## src/rtl/uart_rx_ctrl.sv

```systemverilog
// UART receive controller: acks bytes from a UART receiver into a small FIFO
// and holds the receiver's baud/parity configuration registers.
module uart_rx_ctrl #(
   parameter int          FIFO_DEPTH     = 4,
   parameter logic [15:0] DIVIDER_RESET  = 16'd2,
   parameter bit          DROP_WHEN_FULL = 1'b0,
   localparam int         AW = $clog2(FIFO_DEPTH),
   localparam int         CW = AW + 1
) (
   input  logic          clock_i,
   input  logic          reset_i,
   input  logic [7:0]    rx_data_i,
   input  logic          rx_ready_i,
   output logic          rx_ack_o,
   output logic [15:0]   clock_divider_o,
   output logic          parity_bit_o,
   output logic          parity_even_o,
   input  logic          cfg_we_i,
   input  logic [15:0]   cfg_divider_i,
   input  logic          cfg_parity_bit_i,
   input  logic          cfg_parity_even_i,
   output logic [7:0]    out_data_o,
   output logic          out_valid_o,
   input  logic          out_ready_i,
   output logic [CW-1:0] fifo_count_o,
   output logic [7:0]    drop_count_o
);

   typedef enum logic [1:0] {
      S_WAIT,
      S_ACK,
      S_RELEASE
   } state_t;

   state_t        r_state;
   logic          r_ack;
   logic [7:0]    r_mem [FIFO_DEPTH];
   logic [AW-1:0] r_wptr;
   logic [AW-1:0] r_rptr;
   logic [CW-1:0] r_count;
   logic [7:0]    r_drop;
   logic [15:0]   r_div;
   logic          r_par;
   logic          r_even;

   logic w_full;
   logic w_empty;
   logic w_offer;
   logic w_push;
   logic w_drop;
   logic w_pop;

   // Full is judged on the pre-edge count, so a same-cycle pop never frees room
   assign w_full  = (r_count == CW'(FIFO_DEPTH));
   assign w_empty = (r_count == '0);
   assign w_offer = (r_state == S_WAIT) && rx_ready_i;
   assign w_push  = w_offer && !w_full;
   assign w_drop  = w_offer && w_full && DROP_WHEN_FULL;
   assign w_pop   = out_ready_i && !w_empty;

   always_ff @(posedge clock_i or negedge reset_i) begin
      if (!reset_i) begin
         r_state <= S_WAIT;
         r_ack   <= 1'b0;
      end else begin
         unique case (r_state)
            S_WAIT: begin
               if (w_push || w_drop) begin
                  r_state <= S_ACK;
                  r_ack   <= 1'b1;
               end
            end
            S_ACK: begin
               r_state <= S_RELEASE;
               r_ack   <= 1'b0;
            end
            S_RELEASE: begin
               r_state <= S_WAIT;
               r_ack   <= 1'b0;
            end
            default: begin
               r_state <= S_WAIT;
               r_ack   <= 1'b0;
            end
         endcase
      end
   end

   // Storage needs no reset; validity is tracked by the count
   always_ff @(posedge clock_i) begin
      if (w_push) begin
         r_mem[r_wptr] <= rx_data_i;
      end
   end

   always_ff @(posedge clock_i or negedge reset_i) begin
      if (!reset_i) begin
         r_wptr  <= '0;
         r_rptr  <= '0;
         r_count <= '0;
      end else begin
         if (w_push) begin
            r_wptr <= r_wptr + AW'(1);
         end
         if (w_pop) begin
            r_rptr <= r_rptr + AW'(1);
         end
         unique case ({w_push, w_pop})
            2'b10:   r_count <= r_count + CW'(1);
            2'b01:   r_count <= r_count - CW'(1);
            default: r_count <= r_count;
         endcase
      end
   end

   always_ff @(posedge clock_i or negedge reset_i) begin
      if (!reset_i) begin
         r_drop <= '0;
      end else if (w_drop && (r_drop != 8'hFF)) begin
         r_drop <= r_drop + 8'd1;
      end
   end

   // A zero divider would stall the receiver, so it is stored as one
   always_ff @(posedge clock_i or negedge reset_i) begin
      if (!reset_i) begin
         r_div  <= DIVIDER_RESET;
         r_par  <= 1'b0;
         r_even <= 1'b0;
      end else if (cfg_we_i) begin
         r_div  <= (cfg_divider_i == 16'd0) ? 16'd1 : cfg_divider_i;
         r_par  <= cfg_parity_bit_i;
         r_even <= cfg_parity_even_i;
      end
   end

   assign rx_ack_o        = r_ack;
   assign clock_divider_o = r_div;
   assign parity_bit_o    = r_par;
   assign parity_even_o   = r_even;
   assign out_data_o      = r_mem[r_rptr];
   assign out_valid_o     = !w_empty;
   assign fifo_count_o    = r_count;
   assign drop_count_o    = r_drop;

endmodule
```

## config.mk

```make
export PLATFORM = sky130hd
export DESIGN_NAME = uart_rx_ctrl
export DESIGN_NICKNAME = d
export VERILOG_FILES = /design/src/rtl/uart_rx_ctrl.sv
export SDC_FILE = /design/constraint.sdc
export NUM_CORES = 1
export LEC_CHECK = 0
export CAP_MARGIN = 40
export CORE_ASPECT_RATIO = 0.9
export CORE_MARGIN = 5
export CORE_UTILIZATION = 51
export DETAILED_ROUTE_END_ITERATION = 8
export PLACE_DENSITY = 0.83
export SLEW_MARGIN = 20
export SYNTH_ARGS = -nofsm -noshare
export SYNTH_HDL_FRONTEND = slang
export SYNTH_SLANG_ARGS = --single-unit
```

## constraint.sdc

```tcl
create_clock -name clock_i -period 3.9 [get_ports clock_i]
set_input_delay 0.78 -clock clock_i [delete_from_list [all_inputs] [get_ports clock_i]]
set_output_delay 0.78 -clock clock_i [all_outputs]
set_load 0.02 [all_outputs]
```

==> metrics.md <==
| Metric | Value |
|---|---|
| Status | `completed` |
| Number of synthesized flops with an enable pin | `32` |
| Number of global-route vias before repair | `~1600` |
| Max cap viols | `0` |
| Max Freq | `337 MHz` |
| Worst-path clk slew | `0.07 ns` |
| Port bufs | `61` |
| Worst reg2reg path endpoint | `fifo_count_o[2]` |
| FF-to-FF path depth | `9` |
| Setup TNS | `0 ns` |
| Crit-path max cell delay | `between 0.7 and 0.8 ns` |
| DR vias | `1393` |
| Cts bufs inserted | `9` |
| Hold_buf cts | `0` |
| PwrDens | `653 nW/um^2` |
| Synth area leader | `edfxtp_1` |
| # diodes | `0` |
| Pre-antenna DRT Iters | `4` |
| Area Growth Syn to Fin | `33.0%` |
| Rel. slew slack | `~46%` |
| Seq/Total Area, Yosys | `67.6%` |
| Area share of the largest cell type after synthesis | `about two fifths` |
| Post-DR wirelength/cell | `between 15 and 20 um` |
| Post-Syn Instances | `approximately 140` |
| Top-level I/O count | `70` |
| Overall power | `roughly 0.0021 W` |
| CP Class | `reg -> out` |
| Sw power | `between 0.0006 and 0.0007 W` |
| Crit-path slowest cell | `dfrtp_1` |
| Number of hold violations in the final report | `0` |
| Synth Area per Inst | `roughly 17 sq um` |
| Worst min-delay path category | `reg -> reg` |
| Die height | `around 76 um` |
| CP Launch Type | `flop` |
| Sequential power share | `a little over two fifths` |
| Critical-path cell list | `mux4_2 > clkdlybuf4s50_1` |
| FP Rows | `24` |
| Nets | `roughly 250` |
| Core Box Area | `between 4000 and 5000 sq um` |
| Async S/R FF share, synth | `roughly 47%` |
| Max Transition Viols Final | `0` |
| Post-route cell area | `between 3000 and 4000 sq um` |
| RSZ-0062 raised after global routing | `no` |
| Initial cell density of the core | `roughly 52%` |
| Peak supply drop | `~0.00038 V` |
| Post-layout min period | `approximately 3 ns` |
| P_leak | `roughly 1.3 nW` |
| Final WS setup | `between 0.9 and 1 ns` |
| Iteration-0 DRC Markers | `a little under 80` |
| Synth Flop Type | `edfxtp_1` |
| Global route overflow | `0` |
| Antenna Nets Post-Route | `0` |
| Initial antenna violation count | `0` |
| Clk_lat worst skew | `~0.33 ns` |
| P_int | `between 0.001 and 0.0015 W` |
| Placer Congestion | `a little over 0.7` |
| Synth unique cells | `30` |
| Synth top area cells | `edfxtp_1, dfrtp_1, mux2_2` |
| Detailed Route WL | `4780 um` |
| Combinational Power Share | `about a third` |
| Die area | `between 6000 and 7000 sq um` |
| Post-cts resize count | `0` |
| CTS root buf | `clkbuf_8` |
| Yosys warns | `0` |
| Clock Sink Count | `60` |
| Die W | `between 80 and 90 um` |
| Placed Cells | `263` |
| Clock buffer depth | `2` |
| Req. time, crit path | `around 3.1 ns` |
| Clk pwr share | `between 20% and 30%` |
| Worst R2R Start | `fifo_count_o[0]` |
| Worst Setup SP | `r_rptr[0]` |
| Crit path DAT | `2.19 ns` |
| Setup repair bufs after CTS | `0` |
| Largest net degree at the start of global routing | `29` |
| Worst-Margin Slew | `between 0.8 and 0.9 ns` |
| Placed Instance Area | `3110 sq um` |
| Setup slack, reg-to-reg | `between 1.5 and 2 ns` |
| CTS tree | `built` |
| Share of cells above drive strength 1 | `a little under a quarter` |
| # setup viols final | `0` |
| Sw Ratio | `between 30% and 40%` |
| Overall routing resource usage | `roughly 17%` |
| Setup crit end | `out_data_o[7]` |
| Routed vias/inst | `~5.0` |
| Critical path peak fanout | `10` |
| DRC Markers | `0` |
| DPL Wire Length | `3450 um` |
| #FFs+latches synth | `60` |
| Tcrit/Tclk final | `between 70 and 80%` |
| DP Worst Slack | `a little over 0.9 ns` |
| First-pass GRT wire length | `7910 um` |
| Fin cells | `roughly 280` |
| # fillers | `329` |
| Post-Syn Area | `2460 sq um` |
| CTS H-tree lvls | `3` |
| Critical Path Sink Type | `output port` |
| Clock Skew | `roughly 0.0054 ns` |
==> how the worst min path moves through the flow <==
stage / from / to / slack (ns) / cells past startpoint
global placement: rx_ack_o / rx_ack_o / 0.48 / 1
CTS: rx_ack_o / rx_ack_o / 0.50 / 1
global route: clock_divider_o[2] / clock_divider_o[2] / 0.53 / 1
detailed placement: rx_ack_o / rx_ack_o / 0.48 / 1
finish: rx_ack_o / rx_ack_o / 0.49 / 1
floorplan: reset_i / clock_divider_o[0] / 0.48 / 0
==> cell usage after synthesis (2+ instances only) <==
master / n
inv_1: 8
mux2_2: 17
nor2_1: 3
and2_2: 4
xnor2_1: 3
buf_4: 8
xor2_1: 3
mux4_2: 8
nor4_1: 4
edfxtp_1: 32
buf_2: 2
ha_1: 5
dfrtp_1: 27
==> area by class of cell <==
class | count | area, sq um | share of cell area [%]
clock inverters | 3 | 15.0 | 0.459
inverters | 8 | 30.0 | 0.918
repair buffers | 62 | 618 | 18.9
flip-flops and latches | 60 | 1660 | 50.8
clock buffers | 13 | 149 | 4.55
multi-input cells | 68 | 714 | 21.8
well taps | 65 | 81.3 | 2.49
==> worst max-delay path, delay by kind of cell (launching register included) <==
kind                   cells  cell delay, ns
multiplexers               1            0.59
buffers and inverters      1            0.55
flip-flops                 1            0.72
==> through the flow <==
stage                     hold slack (ns)  utilization (%)
after global placement              0.480             65.5
final                               0.490             68.9
after CTS                           0.499             68.9
after floorplan                     0.478                -
after detailed placement            0.485             65.5
after global routing                0.531             68.9
==> flip-flops by register name (all words and copies together), names as in the netlist <==
name and count:
rx_ack_o 1, parity_bit_o 1, r_mem 32, fifo_count_o 3, r_rptr 2, parity_even_o 1
r_state 2, clock_divider_o 16, r_wptr 2
==> power groups by stage <==
stage,Sequential (W),Clock [W],Combinational (W)
2_1_floorplan,0.000929,0,0.000448
3_3_place_gp,0.000931,0,0.000715
3_5_place_dp,0.000942,0,0.000747
4_1_cts,0.000933,0.000481,0.000748
5_1_grt,0.000955,0.000515,0.000789
6_report,0.000929,0.000472,0.000735
==> kinds of logic (layout without fill, tap and decap cells) <==
family | after synthesis | after routing | share of synthesized area, %
buffers and inverters | 20 | 86 | 4.38
and+or+nand+nor | 16 | 16 | 3.92
muxes | 27 | 27 | 16.1
DFF | 60 | 60 | 67.6
adders and majority gates | 6 | 6 | 3.36
xor gates and xnor gates | 6 | 6 | 2.14
AOI/OAI and AO/OA | 5 | 5 | 2.29
other | 1 | 8 | 0.153
==> cell usage in the layout (no fill, tap or decap), drive strengths merged, types with 3 or more instances in the layout <==
cell	synthesis	layout
edfxtp	32	32
clkinv	0	3
xnor2	3	3
clkbuf	1	13
nor4	4	4
clkdlybuf4s50	0	61
inv	8	8
mux4	8	8
mux2	18	18
and2	4	4
ha	5	5
xor2	3	3
dfrtp	27	27
nor2	4	4
conb	1	8
==> per-layer routing <==
metal | up-vias | track usage (%) | routed length (um)
met4 | 0 | 7.44 | 131
met3 | 13 | 8.76 | 471
met2 | 64 | 26.7 | 2270
met1 | 679 | 19.4 | 1910
li1 | 637 | - | -
met5 | - | 0 | 0
Power figures use the tool's default switching activity.
